[src/rtl/assoc_meta_array.sv]
// N-way set-associative tag/metadata store with true-LRU ages, victim reporting
// and a sequential invalidate-all flush engine.
module assoc_meta_array #(
    parameter int SETS  = 64,
    parameter int WAYS  = 2,
    parameter int TAG_W = 6,
    parameter int IDX_W = $clog2(SETS),
    parameter int WAY_W = $clog2(WAYS)
) (
    input  logic             clk,
    input  logic             rst,
    input  logic             req_valid,
    input  logic [IDX_W-1:0] req_index,
    input  logic [TAG_W-1:0] req_tag,
    input  logic             req_write,
    input  logic             req_fill,
    input  logic             flush_start,
    output logic             hit,
    output logic [WAY_W-1:0] hit_way,
    output logic [WAY_W-1:0] victim_way,
    output logic             victim_valid,
    output logic             victim_dirty,
    output logic [TAG_W-1:0] victim_tag,
    output logic             busy,
    output logic             flush_done
);

    typedef enum logic [0:0] {IDLE, FLUSH} state_t;

    state_t           state_reg, state_next;
    logic [IDX_W-1:0] cnt_reg, cnt_next;
    logic             flush_done_reg, flush_done_next;

    logic [WAYS-1:0]  valid_reg [SETS];
    logic [WAYS-1:0]  dirty_reg [SETS];
    logic [TAG_W-1:0] tag_reg   [SETS][WAYS];
    logic [WAY_W-1:0] age_reg   [SETS][WAYS];

    // Fields of the addressed set
    logic [WAYS-1:0]  set_valid;
    logic [WAYS-1:0]  set_dirty;
    logic [WAYS-1:0]  match;
    logic [TAG_W-1:0] set_tag [WAYS];
    logic [WAY_W-1:0] set_age [WAYS];
    logic [WAY_W-1:0] new_age [WAYS];

    logic             match_any;
    logic [WAY_W-1:0] match_way;
    logic             inv_any;
    logic [WAY_W-1:0] inv_way;
    logic [WAY_W-1:0] lru_way;
    logic [WAY_W-1:0] vict_way;
    logic             accept;
    logic             do_update;
    logic [WAY_W-1:0] acc_way;
    logic [WAY_W-1:0] old_age;
    logic             new_dirty;

    assign set_valid = valid_reg[req_index];
    assign set_dirty = dirty_reg[req_index];

    genvar gi;
    generate
        for (gi = 0; gi < WAYS; gi++) begin : g_way
            assign set_tag[gi] = tag_reg[req_index][gi];
            assign set_age[gi] = age_reg[req_index][gi];
            assign match[gi]   = set_valid[gi] && (set_tag[gi] == req_tag);
            // Accessed way becomes MRU; only younger ways age by one
            assign new_age[gi] = (acc_way == WAY_W'(gi)) ? '0 :
                                 (set_age[gi] < old_age) ? set_age[gi] + 1'b1 :
                                 set_age[gi];
        end
    endgenerate

    always_comb begin
        match_any = 1'b0;
        match_way = '0;
        inv_any   = 1'b0;
        inv_way   = '0;
        lru_way   = '0;
        // Descending scans so the lowest index has the final word
        for (int w = WAYS - 1; w >= 0; w--) begin
            if (match[w]) begin
                match_any = 1'b1;
                match_way = WAY_W'(w);
            end
            if (!set_valid[w]) begin
                inv_any = 1'b1;
                inv_way = WAY_W'(w);
            end
            if (set_age[w] == WAY_W'(WAYS - 1)) begin
                lru_way = WAY_W'(w);
            end
        end
        vict_way = inv_any ? inv_way : lru_way;
    end

    assign busy       = (state_reg == FLUSH);
    assign flush_done = flush_done_reg;
    assign accept     = req_valid && !busy;
    assign do_update  = accept && (match_any || req_fill);
    assign acc_way    = match_any ? match_way : vict_way;
    assign old_age    = set_age[acc_way];
    assign new_dirty  = match_any ? (set_dirty[acc_way] || req_write) : req_write;

    assign hit          = accept && match_any;
    assign hit_way      = hit ? match_way : '0;
    assign victim_way   = vict_way;
    assign victim_valid = set_valid[vict_way];
    assign victim_dirty = set_dirty[vict_way];
    assign victim_tag   = set_valid[vict_way] ? set_tag[vict_way] : '0;

    always_ff @(posedge clk or negedge rst) begin
        if (!rst) begin
            for (int s = 0; s < SETS; s++) begin
                valid_reg[s] <= '0;
                dirty_reg[s] <= '0;
                for (int w = 0; w < WAYS; w++) begin
                    tag_reg[s][w] <= '0;
                    age_reg[s][w] <= WAY_W'(w);
                end
            end
        end else begin
            for (int s = 0; s < SETS; s++) begin
                if (busy && cnt_reg == IDX_W'(s)) begin
                    valid_reg[s] <= '0;
                    dirty_reg[s] <= '0;
                    for (int w = 0; w < WAYS; w++) begin
                        age_reg[s][w] <= WAY_W'(w);
                    end
                end else if (do_update && req_index == IDX_W'(s)) begin
                    valid_reg[s][acc_way] <= 1'b1;
                    dirty_reg[s][acc_way] <= new_dirty;
                    if (!match_any) begin
                        tag_reg[s][acc_way] <= req_tag;
                    end
                    for (int w = 0; w < WAYS; w++) begin
                        age_reg[s][w] <= new_age[w];
                    end
                end
            end
        end
    end

    always_ff @(posedge clk or negedge rst) begin
        if (!rst) begin
            state_reg      <= IDLE;
            cnt_reg        <= '0;
            flush_done_reg <= 1'b0;
        end else begin
            state_reg      <= state_next;
            cnt_reg        <= cnt_next;
            flush_done_reg <= flush_done_next;
        end
    end

    always_comb begin
        state_next      = state_reg;
        cnt_next        = cnt_reg;
        flush_done_next = 1'b0;
        case (state_reg)
            IDLE: begin
                if (flush_start) begin
                    state_next = FLUSH;
                    cnt_next   = '0;
                end
            end
            FLUSH: begin
                cnt_next = cnt_reg + 1'b1;
                if (cnt_reg == IDX_W'(SETS - 1)) begin
                    state_next      = IDLE;
                    flush_done_next = 1'b1;
                end
            end
            default: state_next = IDLE;
        endcase
    end

endmodule

[config.mk]
export PLATFORM = sky130hd
export DESIGN_NAME = assoc_meta_array
export DESIGN_NICKNAME = d
export VERILOG_FILES = /design/src/rtl/assoc_meta_array.sv
export SDC_FILE = /design/constraint.sdc
export NUM_CORES = 2
export LEC_CHECK = 0
export CORE_ASPECT_RATIO = 0.75
export CORE_MARGIN = 2
export CORE_UTILIZATION = 53
export CTS_BUF_LIST = sky130_fd_sc_hd__clkbuf_16
export DETAILED_ROUTE_END_ITERATION = 10
export MAX_ROUTING_LAYER = met4
export PLACE_DENSITY = 0.67
export SYNTH_ARGS = -nofsm -noshare
export SYNTH_HDL_FRONTEND = slang
export SYNTH_SLANG_ARGS = --single-unit
[constraint.sdc]
create_clock -name clk -period 5.2 [get_ports clk]
set_input_delay 0.78 -clock clk [delete_from_list [all_inputs] [get_ports clk]]
set_output_delay 0.78 -clock clk [all_outputs]
set_load 0.005 [all_outputs]
Word level (Yosys, flattened, before mapping)
Cells that the tools add are included.

cells by class
  add/sub/neg operators = 3
  $mul = 0
  divide/modulo/power cells = 0
  $lt $le $gt $ge = 9
  equal/unequal tests = 129
  shifts and indexed selects = 0
  multiplexer cells = 564
  bitwise operators = 133
  reductions and logical operators = 268

operators by type and width
  cell                  number
  $mux W2               390
  $bwmux W12            64
  $eq A6 B6 Y1 const B  64
  $eq A6 B5 Y1 const B  32
  $reduce_and A3 Y1     64
  $logic_and A1 B1 Y1   135
  $bwmux W2             64
  $or A2 B2 Y2          64
  $reduce_bool A2 Y1    64
  $eq A6 B4 Y1 const B  16
  $bmux W12 S6          1
  $not A1 Y1            66
  $eq A6 B3 Y1 const B  8
  $bmux W2 S6           3
  $mux W6               6
  $mux W1               30
  $eq A6 B2 Y1 const B  4
  $mux W12              2
  $eq A6 B1 Y1 const B  2
  $eq A6 B6 Y1          2
  $logic_not A6 Y1      2
  $pmux W6 S2           1
  $ge A7 B7 Y1 const B  1
  $not A6 Y7            1
  14 further kinds      20

storage, ports and cells
  register bits after elaboration = 1160
  bits in latches = 0
  bits in writable memories = 0
  bits in read-only memories = 0
  output and inout port bits = 13
  word-level logic and storage cells = 1493
  memories kept = 0

Logic depth before layout (Yosys ltp)
  depth after elaboration = 18
  mapped depth = 21
  depth with buffers taken out = 12

Least setup slack after synthesis
OpenSTA, ideal clock, no wires.

  path type = input -> register
  start point = input req_index[0]
  end point = register tag_reg[312] in the netlist's numbering
  setup time = 125 ps
  data arrival time = 4479 ps
  setup slack = 595 ps
  cell stages on the path = 16
  buffers on the path = 5
  cells stage by stage = buf_4 buf_2 buf_2 mux4_2 a22oi_1 a21oi_1 nor4_4 inv_1 o21bai_4 nand2_4 o41ai_4 nand2_4 buf_6 or4_1 buf_4 mux2_4

between the ends
  word-level cells in the longest chain between the ends = 15
  elaborated cells on any way between the ends = 37
  those cells by class = order compare (2); eq/ne (3); mux (22); bitwise (3); reduce/logical (7)

ends and longest elaborated chain
  what                                                                RTL line    source
  start, declared                                                     13          input logic [IDX_W-1:0] req_index,
  $not A6 Y7 (not written as such)                                    59, 65, 66
  $bmux W12 S6                                                        65          assign set_tag[gi] = tag_reg[req_index][gi];
  $mux W12 (not written as such) (2 in a row)                         65
  $eq A6 B6 Y1                                                        67          assign match[gi] = set_valid[gi] && (set_tag[gi] == req_tag);
  $logic_and A1 B1 Y1                                                 67
  $mux W1 (2 in a row)                                                83          if (match[w]) begin
  $mux W1                                                             102         assign acc_way = match_any ? match_way : vict_way;
  $not A1 Y2 (not written as such)                                    135         tag_reg[s][acc_way] <= req_tag;
  $ge A2 B2 Y1 (not written as such) or $lt A2 B1 Y1 (tied branches)  135
  $logic_and A1 B1 Y1 (not written as such)                           135
  $mux W6 (not written as such)                                       135
  $demux W6 S1                                                        135
  $bwmux W12                                                          135
  end signal, assigned by index                                       135
  end, declared                                                       36          logic [TAG_W-1:0] tag_reg [SETS][WAYS];

Several ways; a longest one is shown, not always the timed one. The select of a mux whose other input is x is not followed.
A chain may end at the register's enable or synchronous reset.

Final worst setup path
  start point = input req_index[3]
  end point = output victim_tag[5]

between the ends
  word-level cells in the longest chain between the ends = 12
  elaborated cells on any way between the ends = 23
  those cells by class = mux (21); bitwise (2)

ends and longest elaborated chain
  what                                            RTL line    source
  $not A6 Y7 (not written as such) (*)            59, 65, 66
  $bmux W2 S6, on equally long branches           66, 59
  $mux W2, on equally long branches (2 in a row)  66, 59
  $mux W1, on equally long branches (2 in a row)  91, 87
  $mux W1                                         95          vict_way = inv_any ? inv_way : lru_way;
  $not A1 Y2 (not written as such)                111         assign victim_tag = set_valid[vict_way] ? set_tag[vict_way] : '0;
  $mux W6 (not written as such) (3 in a row)      111
  $mux W6 (*)                                     111
  end, declared                                   23          output logic [TAG_W-1:0] victim_tag,

Mark *: on every way between the ends. The rest lies on a longest branch, timed or not. The select of a mux whose other input is x is not followed.

==> flow_summary.ini <==
[yosys]
syn_area_per_cell_sq_um = 12.8
synth_nets = 4559
synth-edff-count = 0
synth_warnings = 0
synth_cells = 4537
synth-seq-area-share_pct = 50.2
synth-seq-cells = 1160
synth-main-ff-cell = dfrtp_1
ys_types = 75
syn_area_sq_um = 57900
async_reset_ff_share_pct = 100

[sta]
setup_viol = 0
setup-tns-final_ns = 0
slew_viol_final = 0
rsz0062_at_grt = yes
period_needed_ns = 5.12
fmax_mhz = 195
maxSlewHeadroom_pct = 16.9
finalHoldViolations = 0
fin_worst_skew_ns = 0.0275
final.period_utilization_pct = 98.5
worst_pin_slew_ns = 1.24

[worst_setup_path]
slowest_delay_ns = 0.49
worstSetupEndpointType = output port
crit_type = input port to output port
cp.required_ns = 4.42
path_common_cell = buf_4
path_max_fanout = 15
reg2regPathDepth = 15
worst_path_max_delay_cell = clkdlybuf4s50_1
worstPathCellList = buf_6 -> buf_12 -> buf_16 -> nor2b_2 -> buf_12 -> buf_4 -> a22oi_1 -> a21oi_1 -> nor4_2 -> buf_4 -> o21bai_4 -> nor2_1 -> a2111oi_2 -> buf_4 -> buf_4 -> clkdlybuf4s50_1
critPathArrivalTime_ns = 4.34
crit_path_start_kind = input port

[floorplan]
fp-row-count = 105
start_util_pct = 53.2
io_pins = 31
core_area_sq_um = 109000
fp.dieW_microns = 386
dieArea_sq_um = 112000
die_h_microns = 290

[global_route]
track_usage_pct = 34.2
antenna_found_initial = 2
grt_pass1_vias = 41100
grt_start_max_net_pins = 132
grt_overflow = 0
grt_first_pass_wirelength_microns = 278000

[final_layout]
area_delta_synth_final_pct = 16.1
nets = 4798
final_layout_size_suffix_gt1_share_pct = 36.9
layout_common_cells = 1096 x dfrtp_1, 755 x mux2_2, 400 x mux2i_1
final_util_pct = 61.8
largest_reg_flops = 768
final_common_cell = dfrtp_1
fin_cells = 6323

[clock_tree]
cts_made_buffers = 115
cts_root_buf = clkbuf_16
clkSlewWorstSetupHoldPaths_ns = 0.06
clk_latency_ns = 0.75
cts_tree = done
cts_max_level = 3
cts_hold_buf = 0
clock-sinks = 1160
cts.path.max_buffers = 3

[place]
dpl.hpwl_microns = 128000
port-buffer-count = 30
dp_cells = 6092
routabilityCongestion = 0.990

[power]
max-vdd-ir-drop_mv = 0.314
p_per_area_nw_per_um2 = 316
power_uw = 21300
p_leak_uw = 0.0310

[routing]
routedWlPerCell_microns = 29.2
firstDrtPassIters = 6
via_per_inst = 6.53
drc = 0
drtIter0Drc = 4433
drtAntennaViolNets = 0
drt-total-wl_microns = 185000
via_count = 41300

[status]
status = finished, final reports clean

[worst_hold_path]
hp-class = input port to asynchronous set/reset pin

[flow_run]
maxCapViolations = 0
[layer usage]
layer,global-route usage (%),part of all wire (%),wire [microns]
met2,46.0,42,78300
met1,50.6,44,82000
met4,10.2,3.1,5760
met3,8.72,10,18400
met5,-,0,0
[where the power goes]
part           leakage [uW]  total [uW]  switching, uW  internal, uW
registers            0.0158        9700            255          9440
logic                0.0133        2990           2000           992
clock network       0.00195        8600           3750          4860
total                0.0310       21300           6000         15300
[per-stage QoR]
step                cell area (sq um)  setup WS, ns  hold slack [ns]
floorplan                       57900         0.595            0.457
global placement                63000        -0.932            0.470
detailed placement              63000        -0.725            0.478
CTS                             67200       0.00299           0.0895
global route                    67300       -0.0466            0.121
finish                          67300        0.0780           0.0829
[cell type report]
class                           count  area, sq um
Antenna cell                        2         5.00
Multi-Input combinational cell   2980        27200
Sequential cell                  1160        29100
Fill cell                        8383        41600
Clock buffer                      118         2950
Tap cell                         1444         1810
Clock inverter                    100          881
Inverter                           22         82.6
Timing Repair Buffer              497         5250
[cells by family (layout without fill, tap and decap cells)]
logic type / Yosys count / count (layout) / share of synthesized area (%)
DFF: 1160 / 1160 / 50.2
muxes: 1326 / 1326 / 27.8
AOI/OAI and AO/OA: 798 / 798 / 8.85
and+or+nand+nor: 835 / 835 / 9.48
xor gates and xnor gates: 17 / 17 / 0.257
adders and majority gates: 4 / 4 / 0.0864
buffers and inverters: 397 / 737 / 3.32
other: 0 / 2 / 0
[final timing paths]
check / from / endpoint / slack, ns
worst min register to register: valid_reg[19] / valid_reg[19] / 0.49
worst max-delay path: req_index[3] / victim_tag[5] / 0.08
max in group asynchronous: rst / tag_reg[193] / 3.81
worst min-delay path: rst / valid_reg[93] / 0.08
worst max register to register: tag_reg[434] / tag_reg[348] / 0.89
min in group clk: valid_reg[19] / valid_reg[19] / 0.49
[worst max-delay path, delay by kind of cell]
family,cells,cell delay (ns)
AND/OR/NAND/NOR,3,0.43
AO/OA/AOI/OAI,4,1.15
buffers and inverters,9,1.92
[repair_timing]
action                     4_1_cts  5_1_grt
setup endpoints to repair        8        6
pin swaps                        6        5
buffers inserted                 4        2
gates cloned                     4        1
resized for setup               29       14
[Yosys cell counts (all sizes together), types with 64 or more instances]
cell / count / area share [%]
a21oi: 279 / 2.4
o21ai: 121 / 1.0
nand3: 91 / 0.79
a22oi: 184 / 2.4
dfrtp: 1096 / 47
mux2i: 406 / 7.0
mux2: 774 / 15
clkbuf: 215 / 1.4
a211oi: 90 / 1.2
mux4: 146 / 5.7
nand2: 141 / 0.94
nor2: 327 / 2.1
dfstp: 64 / 2.9
nor4: 113 / 3.7
buf: 160 / 1.8
No activity file was read; power rests on OpenSTA's default activity.
